===== src/rtl/riscv_mem_arbiter.sv =====
// Shares one 64-bit word-addressed memory port between instruction fetch and the
// load/store unit, with fixed LS priority, an IF starvation guard and RV64 lane handling.
module riscv_mem_arbiter #(
  parameter int STARVE_LIM = 4,
  parameter int CNT_W      = 3
) (
  input  logic        clk,
  input  logic        rst_n,
  input  logic        i_if_req,
  input  logic [63:0] i_if_addr,
  output logic        o_if_ready,
  output logic        o_if_rvalid,
  output logic [31:0] o_if_rdata,
  output logic        o_if_err,
  input  logic        i_ls_req,
  input  logic        i_ls_we,
  input  logic [63:0] i_ls_addr,
  input  logic [1:0]  i_ls_size,
  input  logic        i_ls_unsigned,
  input  logic [63:0] i_ls_wdata,
  output logic        o_ls_ready,
  output logic        o_ls_rvalid,
  output logic [63:0] o_ls_rdata,
  output logic        o_ls_err,
  output logic        o_mem_req,
  output logic        o_mem_we,
  output logic [60:0] o_mem_addr,
  output logic [7:0]  o_mem_be,
  output logic [63:0] o_mem_wdata,
  input  logic        i_mem_gnt,
  input  logic        i_mem_rvalid,
  input  logic [63:0] i_mem_rdata
);

  typedef enum logic [2:0] {S_IDLE, S_ERR, S_REQ, S_WAIT_R, S_RESP} state_t;

  state_t             r_state;
  logic [CNT_W-1:0]   r_cnt;
  logic               r_own_ls;
  logic               r_we;
  logic               r_uns;
  logic               r_if_hi;
  logic [1:0]         r_size;
  logic [2:0]         r_off;
  logic               r_mem_req;
  logic               r_mem_we;
  logic [60:0]        r_mem_addr;
  logic [7:0]         r_mem_be;
  logic [63:0]        r_mem_wdata;
  logic               r_if_rvalid;
  logic               r_if_err;
  logic [31:0]        r_if_rdata;
  logic               r_ls_rvalid;
  logic               r_ls_err;
  logic [63:0]        r_ls_rdata;

  logic               w_idle;
  logic               w_force_if;
  logic               w_pick_ls;
  logic               w_pick_if;
  logic [7:0]         w_be_base;
  logic [63:0]        w_wmask;
  logic [2:0]         w_align;
  logic [7:0]         w_be;
  logic [63:0]        w_wdata;
  logic               w_ls_mis;
  logic               w_if_mis;
  logic [63:0]        w_shift;
  logic               w_sx;
  logic [63:0]        w_load;
  logic [31:0]        w_fetch;

  assign w_idle     = (r_state == S_IDLE);
  assign w_force_if = i_if_req && (r_cnt == CNT_W'(STARVE_LIM));
  assign w_pick_ls  = i_ls_req && !w_force_if;
  assign w_pick_if  = i_if_req && !w_pick_ls;

  // Ready is gated by rst_n so every output reads 0 while reset is held.
  assign o_ls_ready = rst_n && w_idle && w_pick_ls;
  assign o_if_ready = rst_n && w_idle && w_pick_if;

  always_comb begin
    w_be_base = 8'hFF;
    w_wmask   = '1;
    w_align   = 3'b111;
    case (i_ls_size)
      2'd0: begin w_be_base = 8'h01; w_wmask = 64'h0000_0000_0000_00FF; w_align = 3'b000; end
      2'd1: begin w_be_base = 8'h03; w_wmask = 64'h0000_0000_0000_FFFF; w_align = 3'b001; end
      2'd2: begin w_be_base = 8'h0F; w_wmask = 64'h0000_0000_FFFF_FFFF; w_align = 3'b011; end
      default: begin w_be_base = 8'hFF; w_wmask = '1; w_align = 3'b111; end
    endcase
  end

  assign w_be     = w_be_base << i_ls_addr[2:0];
  assign w_wdata  = (i_ls_wdata & w_wmask) << {i_ls_addr[2:0], 3'b000};
  assign w_ls_mis = |(i_ls_addr[2:0] & w_align);
  assign w_if_mis = |i_if_addr[1:0];

  assign w_shift = i_mem_rdata >> {r_off, 3'b000};
  assign w_sx    = ~r_uns;
  assign w_fetch = r_if_hi ? i_mem_rdata[63:32] : i_mem_rdata[31:0];

  always_comb begin
    w_load = w_shift;
    case (r_size)
      2'd0:    w_load = {{56{w_sx & w_shift[7]}},  w_shift[7:0]};
      2'd1:    w_load = {{48{w_sx & w_shift[15]}}, w_shift[15:0]};
      2'd2:    w_load = {{32{w_sx & w_shift[31]}}, w_shift[31:0]};
      default: w_load = w_shift;
    endcase
  end

  always_ff @(posedge clk or negedge rst_n) begin
    if (!rst_n) begin
      r_state     <= S_IDLE;
      r_cnt       <= '0;
      r_own_ls    <= 1'b0;
      r_we        <= 1'b0;
      r_uns       <= 1'b0;
      r_if_hi     <= 1'b0;
      r_size      <= 2'd0;
      r_off       <= 3'd0;
      r_mem_req   <= 1'b0;
      r_mem_we    <= 1'b0;
      r_mem_addr  <= '0;
      r_mem_be    <= 8'h00;
      r_mem_wdata <= '0;
      r_if_rvalid <= 1'b0;
      r_if_err    <= 1'b0;
      r_if_rdata  <= '0;
      r_ls_rvalid <= 1'b0;
      r_ls_err    <= 1'b0;
      r_ls_rdata  <= '0;
    end else begin
      case (r_state)
        S_IDLE: begin
          if (w_pick_ls) begin
            r_own_ls <= 1'b1;
            r_we     <= i_ls_we;
            r_uns    <= i_ls_unsigned;
            r_size   <= i_ls_size;
            r_off    <= i_ls_addr[2:0];
            if (!i_if_req)
              r_cnt <= '0;
            else if (r_cnt != CNT_W'(STARVE_LIM))
              r_cnt <= r_cnt + 1'b1;
            if (w_ls_mis) begin
              r_state     <= S_ERR;
              r_ls_rvalid <= 1'b1;
              r_ls_err    <= 1'b1;
              r_ls_rdata  <= '0;
            end else begin
              r_state     <= S_REQ;
              r_mem_req   <= 1'b1;
              r_mem_we    <= i_ls_we;
              r_mem_addr  <= i_ls_addr[63:3];
              r_mem_be    <= i_ls_we ? w_be : 8'hFF;
              r_mem_wdata <= i_ls_we ? w_wdata : 64'd0;
            end
          end else if (w_pick_if) begin
            r_own_ls <= 1'b0;
            r_we     <= 1'b0;
            r_if_hi  <= i_if_addr[2];
            r_cnt    <= '0;
            if (w_if_mis) begin
              r_state     <= S_ERR;
              r_if_rvalid <= 1'b1;
              r_if_err    <= 1'b1;
              r_if_rdata  <= '0;
            end else begin
              r_state     <= S_REQ;
              r_mem_req   <= 1'b1;
              r_mem_we    <= 1'b0;
              r_mem_addr  <= i_if_addr[63:3];
              r_mem_be    <= 8'hFF;
              r_mem_wdata <= 64'd0;
            end
          end
        end
        S_ERR: begin
          r_if_rvalid <= 1'b0;
          r_if_err    <= 1'b0;
          r_ls_rvalid <= 1'b0;
          r_ls_err    <= 1'b0;
          r_state     <= S_IDLE;
        end
        S_REQ: begin
          if (i_mem_gnt) begin
            r_mem_req <= 1'b0;
            if (r_we) begin
              r_state     <= S_RESP;
              r_ls_rvalid <= 1'b1;
              r_ls_rdata  <= '0;
            end else begin
              r_state <= S_WAIT_R;
            end
          end
        end
        S_WAIT_R: begin
          if (i_mem_rvalid) begin
            r_state <= S_RESP;
            if (r_own_ls) begin
              r_ls_rvalid <= 1'b1;
              r_ls_rdata  <= w_load;
            end else begin
              r_if_rvalid <= 1'b1;
              r_if_rdata  <= w_fetch;
            end
          end
        end
        S_RESP: begin
          r_if_rvalid <= 1'b0;
          r_ls_rvalid <= 1'b0;
          r_if_rdata  <= '0;
          r_ls_rdata  <= '0;
          r_state     <= S_IDLE;
        end
        default: r_state <= S_IDLE;
      endcase
    end
  end

  assign o_if_rvalid = r_if_rvalid;
  assign o_if_err    = r_if_err;
  assign o_if_rdata  = r_if_rdata;
  assign o_ls_rvalid = r_ls_rvalid;
  assign o_ls_err    = r_ls_err;
  assign o_ls_rdata  = r_ls_rdata;
  assign o_mem_req   = r_mem_req;
  assign o_mem_we    = r_mem_we;
  assign o_mem_addr  = r_mem_addr;
  assign o_mem_be    = r_mem_be;
  assign o_mem_wdata = r_mem_wdata;

endmodule


===== config.mk =====
export PLATFORM = sky130hd
export DESIGN_NAME = riscv_mem_arbiter
export DESIGN_NICKNAME = d
export VERILOG_FILES = /design/src/rtl/riscv_mem_arbiter.sv
export SDC_FILE = /design/constraint.sdc
export NUM_CORES = 1
export LEC_CHECK = 0
export ABC_CLOCK_PERIOD_IN_PS = 5520
export CORE_AREA = 2 2 194 196
export CTS_CLUSTER_SIZE = 10
export DETAILED_ROUTE_END_ITERATION = 10
export DIE_AREA = 0 0 196 198
export PLACE_DENSITY = 0.72
export SYNTH_ARGS = -nofsm -noshare
export SYNTH_HDL_FRONTEND = slang
export SYNTH_SLANG_ARGS = --single-unit

===== constraint.sdc =====
create_clock -name clk -period 5.52 [get_ports clk]
set_input_delay 1.656 -clock clk [delete_from_list [all_inputs] [get_ports clk]]
set_output_delay 1.656 -clock clk [all_outputs]
set_load 0.01 [all_outputs]

==> results.md, run 1 <==
* Initial Utilization at around 38%
* Root Buffer: clkbuf_16
* Die width at between 150 and 200 um
* Beginning of the critical path: i_if_req
* Final WL at approximately 55000 um
* Type of the most critical hold path: flop to flop
* Pin count of the biggest net entering global routing at between 150 and 200
* Layout cell share with drive strength beyond 1 at under 10%
* CP arrival at roughly 3.5 ns
* Hold WS at about 0.48 ns
* Port Buffers at about 500
* Critical path's top delay family: buffers and inverters
* Psw at 3550 uW
* Post-Syn Nets at 1743
* Post-synthesis register bit count at 250
* Number of enable flip-flop cells after synthesis at 0
* Initial antenna violation count at 1
* First-pass GRT wire length at about 81000 um
* Vias in the first global route at roughly 13000
* Crit path max fanout at 8
* # DRC at 0
* Clock-pin transition on the worst setup and hold timing paths at around 0.05 ns
* Post-CTS setup buffer count at 0
* Main flop type after synthesis: dfrtp_1
* Post-route design area at 20100 um2
* Setup TNS at 0 ns
* Max rail drop VDD at 0.270 mV
* Slowest-stage cell, CP: clkdlybuf4s50_1
* Gr usage total at a little over a quarter
* HPWL Detailed at a little under 40000 um
* Worst Tran Pin Value at approximately 1.1 ns
* Pint at 5640 uW
* Slew HR at between 20% and 30%
* Yosys cell types at 74
* # nets final at approximately 2200
* Clock Sinks at between 200 and 300
* Placed Area at around 19000 um2
* Most used cell along the critical path: clkdlybuf4s50_1
* Warnings from Yosys at 0
* IO Pins at approximately 500
* Setup violators final at 0
* CTS buffer count at 31
* Min Clock Period, post-route at 5.19 ns
* Core Util, Final at between 50% and 60%
* Drt wl/cell at between 20 and 25 um
* Rows at approximately 70
* Lkg Pwr at ~0.0084 uW
* Synth Instances at approximately 1500
* Clock buffer depth at 3
* Via-per-instance ratio at ~5.8
* Hold Vio Cnt, Final at 0
* Initial detailed-routing violation count at 1188
* Clk network pwr share at about a fifth
* Worst-skew pair later-pin latency at 0.58 ns
* Period utilization at 94.0%
* Outcome: complete, no violations
* Pwr Density at roughly 460 nW/um2
* Slew Viols, Final at 0
* Gpl congestion at between 0.9 and 1
* Hold_sp: o_mem_we$_DFFE_PN0P_
* Placed cells at about 2300
* Max_cap viols at 0
* Fin cells at ~2400
* H-tree depth at 1
* CORE AREA at 37000 um2
* Sw Share at between 30 and 40%
* Critical Path Max Stage Delay at between 0.6 and 0.7 ns
* WS Path Type: input port to primary output
* Area grow syn2layout at 43.7%
* DR vias at between 10000 and 15000
* ANT nets after route at 0
* WP buf/inv at 2
* Clk_skew at between 0.02 and 0.025 ns
* Synth Area per Inst at roughly 9.5 um2
* Mapped Area at about 14000 um2
* Chip height at just under 200 um
* CP Cell Sequence: clkdlybuf4s50_1 -> nand3_2 -> nand2_2 -> and3_1 -> and2_1 -> clkdlybuf4s50_1
* Post-CTS Hold Fix Bufs at 0
* Worst Setup Start Kind: input port
* Endpoint class of the critical path: primary output
* Ys async rst share at between 90% and 100%
* Seq pwr share at 32.8%
* Die ar. at 38800 um2
* Post-cts gate resize count at 0
* RSZ-0062 raised after global routing: no
* CP required at just under 4 ns
* CTS tree: yes
* Initial DRT Pass Iterations at 5
* Combinational Power Share at 46.9%
* Total gr overflow at 0
* Reg2Reg Launch Point: r_off[1]$_DFFE_PN0P_
* Max frequency at between 0.15 and 0.2 GHz
* Sequential share of the synthesized area at between 40% and 50%
worst paths after layout:
kind                       slack, ns                     endpoint  cells after the start
setup / recovery                0.33                   o_if_ready                      6
hold / removal                  0.48         o_mem_we$_DFFE_PN0P_                      1
setup reg to reg                2.45   o_ls_rdata[63]$_DFFE_PN0P_                      7
hold reg to reg                 0.48         o_mem_we$_DFFE_PN0P_                      1
max in group asynchronous       3.46  o_mem_wdata[40]$_DFFE_PN0P_                      2
min in group asynchronous       1.31   o_mem_addr[44]$_DFFE_PN0P_                      2
registers in the layout, summed over array words and instances (netlist names), 2 cells and up:
register	cells
o_if_rdata	32
o_ls_rdata	64
o_mem_addr	61
o_mem_be	8
o_mem_wdata	64
r_cnt	3
r_off	3
r_size	2
r_state	3
cell usage after synthesis, types with 3 or more instances:
library cell | number | area, um2
nor2b_1 | 9 | 56.3
nor3_1 | 7 | 35.0
or2_1 | 3 | 18.8
and3_1 | 16 | 100
buf_1 | 10 | 37.5
mux4_2 | 23 | 518
buf_4 | 4 | 30.0
dfrtp_1 | 250 | 6260
a21oi_1 | 63 | 315
a221o_1 | 8 | 80.1
nor4_1 | 3 | 18.8
o21ai_0 | 87 | 435
o22a_1 | 10 | 87.6
o22ai_1 | 25 | 156
o21ai_2 | 31 | 272
mux2_2 | 31 | 349
o2bb2ai_1 | 49 | 429
and2_1 | 14 | 87.6
and3b_1 | 9 | 78.8
a2bb2oi_1 | 10 | 87.6
a21o_1 | 3 | 22.5
a31oi_1 | 69 | 432
nand2_1 | 252 | 946
a22o_1 | 31 | 272
a32o_1 | 9 | 90.1
nand2b_1 | 5 | 31.3
o21a_1 | 21 | 158
buf_6 | 6 | 67.6
a22oi_1 | 11 | 82.6
o211ai_1 | 22 | 165
inv_1 | 18 | 67.6
clkbuf_1 | 82 | 308
mux2i_1 | 79 | 791
buf_2 | 32 | 160
nor2_1 | 111 | 417
nand3_1 | 15 | 75.1
power groups by stage:
stage / Clock [uW] / Combinational [uW] / Sequential, uW
finish: 1870 / 4310 / 3010
global route: 1980 / 4610 / 3090
CTS: 1910 / 4320 / 3000
detailed placement: 0 / 4300 / 3010
global placement: 0 / 4240 / 3010
floorplan: 0 / 2150 / 3050
stage by stage:
| stage | total power (uW) | setup WS [ns] |
|---|---|---|
| after floorplan | 5200 | 1.09 |
| after global placement | 7250 | 0.371 |
| after detailed placement | 7310 | 0.321 |
| after CTS | 9230 | 0.318 |
| after global routing | 9680 | 0.233 |
| final | 9190 | 0.332 |
worst register-to-register path, stage by stage, from the launching register on:
cell	delay (ns)
dfrtp_2	0.72
buf_4	0.45
nor2b_1	0.27
a2bb2oi_1	0.12
a41o_1	0.29
o31ai_4	0.66
buf_12	0.29
o21ai_0	0.13
logic make-up after synthesis:
logic type	synth area share, %
DFF	44.7
and+or+nand+nor	14.3
adders and majority gates	0.179
buffers and inverters	4.88
AOI/OAI and AO/OA	24.0
muxes	11.9
xor gates and xnor gates	0.0626
area by class of cell:
type | instances | area, um2
fill | 3319 | 16900
multi-input combinational | 1070 | 7080
sequential | 250 | 6260
timing repair buffer | 524 | 5200
clock buffer | 44 | 855
tap | 474 | 593
inverter | 20 | 75.1
clock inverter | 6 | 33.8
antenna | 1 | 2.50
layout by cell type (no fill, tap or decap), types with 3 or more instances in the layout:
master and n:
nor2_1 109, buf_2 3, nor3_1 7, and3_1 16, o211ai_1 22, dfrtp_1 247, a21oi_1 63, dfrtp_2 3
nand2b_1 5, mux2i_1 79, o21a_1 21, o22a_1 10, o21ai_2 31, clkbuf_1 10, o2bb2ai_1 49, nor4_1 3
o22ai_1 25, or2_2 3, nor2b_1 9, clkbuf_16 31, a22o_1 31, inv_1 18, a32o_1 9, and2_1 14
buf_4 20, clkdlybuf4s50_1 498, o21ai_0 87, clkbuf_8 3, a2bb2oi_1 10, a31oi_1 69, a221o_1 8, clkinv_2 5
a22oi_1 11, and3b_1 9, nand2_1 251, mux4_2 23, a21o_1 3, mux2_2 31, nand3_1 15
metal layers:
| layer | up-vias | GRT usage, % | routed length [um] |
|---|---|---|---|
| li1 | 6215 | - | - |
| met1 | 6684 | 35.4 | 21900 |
| met2 | 735 | 44.4 | 25900 |
| met3 | 119 | 5.57 | 4970 |
| met4 | 0 | 10.1 | 2040 |
| met5 | - | 0 | 0 |
No activity file was read; power rests on OpenSTA's default activity.
==> inputs of run 2 (changes only) <==
--- a/config.mk
+++ b/config.mk
@@ -7,7 +7,7 @@
 export LEC_CHECK = 0
 export ABC_CLOCK_PERIOD_IN_PS = 5520
 export CORE_AREA = 2 2 194 196
-export CTS_CLUSTER_SIZE = 10
+export CTS_CLUSTER_SIZE = 16
 export DETAILED_ROUTE_END_ITERATION = 10
 export DIE_AREA = 0 0 196 198
 export PLACE_DENSITY = 0.72
==> results.md, run 2 (synthesis gave the netlist of run 1 again) <==
* Reg2reg setup slack at 2.46 ns (was 2.45 ns)
* Critical path depth in cells at 6 (unchanged)
* Multi-input gate area at 7080 um2 (unchanged)
* Initial detailed-routing violation count at 1318 (was 1188)
* Endpoint class of the critical path: primary output (unchanged)
* Clock-pin transition on the worst setup and hold timing paths at 0.06 ns (was 0.05 ns)
* CP arrival at 3.56 ns (was 3.53 ns)
* Register area at 6260 um2 (unchanged)
* Fillers at 3298 (was 3319)
* Clk_skew at 0.00920 ns (was 0.0233 ns)
* First-pass GRT wire length at 81500 um (was 81200 um)
* H-tree depth at 1 (unchanged)
* Pwr Density at 464 nW/um2 (was 457 nW/um2)
* CP Cell Sequence: clkdlybuf4s50_1 -> nand3_2 -> nand2_2 -> and3_1 -> and2_1 -> clkdlybuf4s50_1 (unchanged)
* R2r endpoint: o_ls_rdata[63]$_DFFE_PN0P_ (unchanged)
* Slew HR at 24.6% (was 24.2%)
* Max rail drop VDD at 0.357 mV (was 0.270 mV)
* Hold Vio Cnt, Final at 0 (unchanged)
* CTS buffer count at 30 (was 31)
* Final WL at 55000 um (was 54800 um)
* Critical Path Max Stage Delay at 0.65 ns (was 0.64 ns)
* Setup TNS at 0 ns (unchanged)
* Port Buffers at 502 (unchanged)
* Initial DRT Pass Iterations at 6 (was 5)
* Min Clock Period, post-route at 5.22 ns (was 5.19 ns)
* Setup violators final at 0 (unchanged)
* Initial antenna violation count at 1 (unchanged)
* WS Path Type: input port to primary output (unchanged)
* Via-per-instance ratio at 5.77 (was 5.76)
* Gpl congestion at 0.944 (unchanged)
* Die width at 196 um (unchanged)
* Crit path max fanout at 8 (unchanged)
* Placed cells at 2338 (unchanged)
* # DRC at 0 (unchanged)
* Worst Tran Pin Value at 1.13 ns (was 1.14 ns)
* Beginning of the critical path: i_if_req (unchanged)
* Gr usage total at 27.2% (was 27.1%)
* Fin cells at 2393 (was 2389)
* Reg2Reg Launch Point: r_off[1]$_DFFE_PN0P_ (unchanged)
* Slowest-stage cell, CP: clkdlybuf4s50_1 (unchanged)
* Most used cell along the critical path: clkdlybuf4s50_1 (unchanged)
* # nets final at 2164 (was 2165)
* Post-CTS setup buffer count at 0 (unchanged)
* Post-cts gate resize count at 0 (unchanged)
* CTS tree: yes (unchanged)
* Die ar. at 38800 um2 (unchanged)
* IO Pins at 503 (unchanged)
* Root Buffer: clkbuf_16 (unchanged)
* Layout cell share with drive strength beyond 1 at 9.65% (was 9.20%)
* Worst-skew pair later-pin latency at 0.57 ns (was 0.58 ns)
* Critical path's top delay family: buffers and inverters (unchanged)
* Vias in the first global route at 13294 (was 13365)
* CP required at 3.86 ns (about the same)
* Worst r2r path cells at 7 (unchanged)
* Clock Sinks at 250 (unchanged)
* Outcome: complete, no violations (unchanged)
* Initial Utilization at 37.9% (unchanged)
* CORE AREA at 37000 um2 (unchanged)
* Max frequency at 0.192 GHz (was 0.193 GHz)
* Period utilization at 94.6% (was 94.0%)
* Slew Viols, Final at 0 (unchanged)
* Setup crit end: o_if_ready (unchanged)
* Chip height at 198 um (unchanged)
* ANT nets after route at 0 (unchanged)
* Type of the most critical hold path: flop to flop (unchanged)
* Rows at 71 (unchanged)
* Worst Setup Start Kind: input port (unchanged)
* Clock buffer depth at 3 (unchanged)
* Max_cap viols at 0 (unchanged)
* HPWL Detailed at 39700 um (unchanged)
* Drt wl/cell at 23.0 um (was 22.9 um)
* Total gr overflow at 0 (unchanged)
* Post-CTS Hold Fix Bufs at 0 (unchanged)
* Most frequent cells in the layout: 498 x clkdlybuf4s50_1, 251 x nand2_1, 247 x dfrtp_1 (unchanged)
* RSZ-0062 raised after global routing: no (unchanged)
* DR vias at 13806 (was 13753)
* Lkg Pwr at 0.00845 uW (was 0.00839 uW)
* Commonest non-fill, non-tap cell in the layout: clkdlybuf4s50_1 (unchanged)
* Area grow syn2layout at 44.6% (was 43.7%)
* WP buf/inv at 2 (unchanged)
* Pin count of the biggest net entering global routing at 176 (unchanged)
## run 2: area by class of cell
| type | instances | area share [%] |
|---|---|---|
| multi-input combinational | 1070 | 35.0 |
| sequential | 250 | 31.0 |
| timing repair buffer | 524 | 25.7 |
| clock buffer | 41 | 4.27 |
| tap | 474 | 2.93 |
| clock inverter | 13 | 0.718 |
| inverter | 20 | 0.371 |
| antenna | 1 | 0.0124 |
## run 2: how the worst min path moves through the flow
| stage | startpoint | endpoint | cells after the start |
|---|---|---|---|
| 2_1_floorplan | r_cnt[0]$_DFFE_PN0P_ | r_cnt[0]$_DFFE_PN0P_ | 1 |
| 4_1_cts | o_ls_rdata[37]$_DFFE_PN0P_ | o_ls_rdata[37]$_DFFE_PN0P_ | 2 |
| 3_5_place_dp | o_ls_rdata[41]$_DFFE_PN0P_ | o_ls_rdata[41]$_DFFE_PN0P_ | 2 |
| 6_report | o_ls_rdata[37]$_DFFE_PN0P_ | o_ls_rdata[37]$_DFFE_PN0P_ | 2 |
| 3_3_place_gp | o_ls_rdata[15]$_DFFE_PN0P_ | o_ls_rdata[15]$_DFFE_PN0P_ | 2 |
| 5_1_grt | o_ls_rdata[34]$_DFFE_PN0P_ | o_ls_rdata[34]$_DFFE_PN0P_ | 2 |
## run 2: where the power goes
group	total, uW	leakage [uW]	switching, uW	internal [uW]
Clock	2060	0.000498	831	1230
Sequential	3010	0.00322	570	2440
Combinational	4310	0.00473	2170	2140
Total	9380	0.00845	3570	5810
## run 2: through the flow
step | setup WS [ns] | power, uW | hold WS (ns) | utilization (%) | instance area (um2)
floorplan | 1.09 | 5200 | 0.485 | - | 14000
detailed placement | 0.321 | 7310 | 0.466 | 52.0 | 19200
CTS | 0.318 | 9410 | 0.479 | 54.7 | 20200
global placement | 0.371 | 7250 | 0.460 | 52.0 | 19200
global route | 0.233 | 9880 | 0.498 | 54.7 | 20200
finish | 0.300 | 9380 | 0.477 | 54.7 | 20200
## run 2: layer usage
metal / vias up / part of all wire, % / global-route usage (%)
li1: 6228 / - / -
met5: - / 0 / 0
met1: 6730 / 41 / 35.9
met3: 114 / 9.2 / 5.72
met2: 734 / 46 / 44.3
met4: 0 / 3.7 / 9.65
## run 2: tightest hold or removal path: cells and delay by family, from the launching register on
family	cells	cell delay, ns
DFF	1	0.34
and+or+nand+nor	1	0.06
AOI/OAI and AO/OA	1	0.05
==> inputs of run 3 (changes only) <==
--- a/config.mk
+++ b/config.mk
@@ -7,7 +7,7 @@
 export LEC_CHECK = 0
 export ABC_CLOCK_PERIOD_IN_PS = 5520
 export CORE_AREA = 2 2 194 196
-export CTS_CLUSTER_SIZE = 16
+export CTS_CLUSTER_SIZE = 12
 export DETAILED_ROUTE_END_ITERATION = 10
 export DIE_AREA = 0 0 196 198
 export PLACE_DENSITY = 0.72
==> results of run 3 <==
The final DEF is identical to that of run 2; final timing and power are the same.
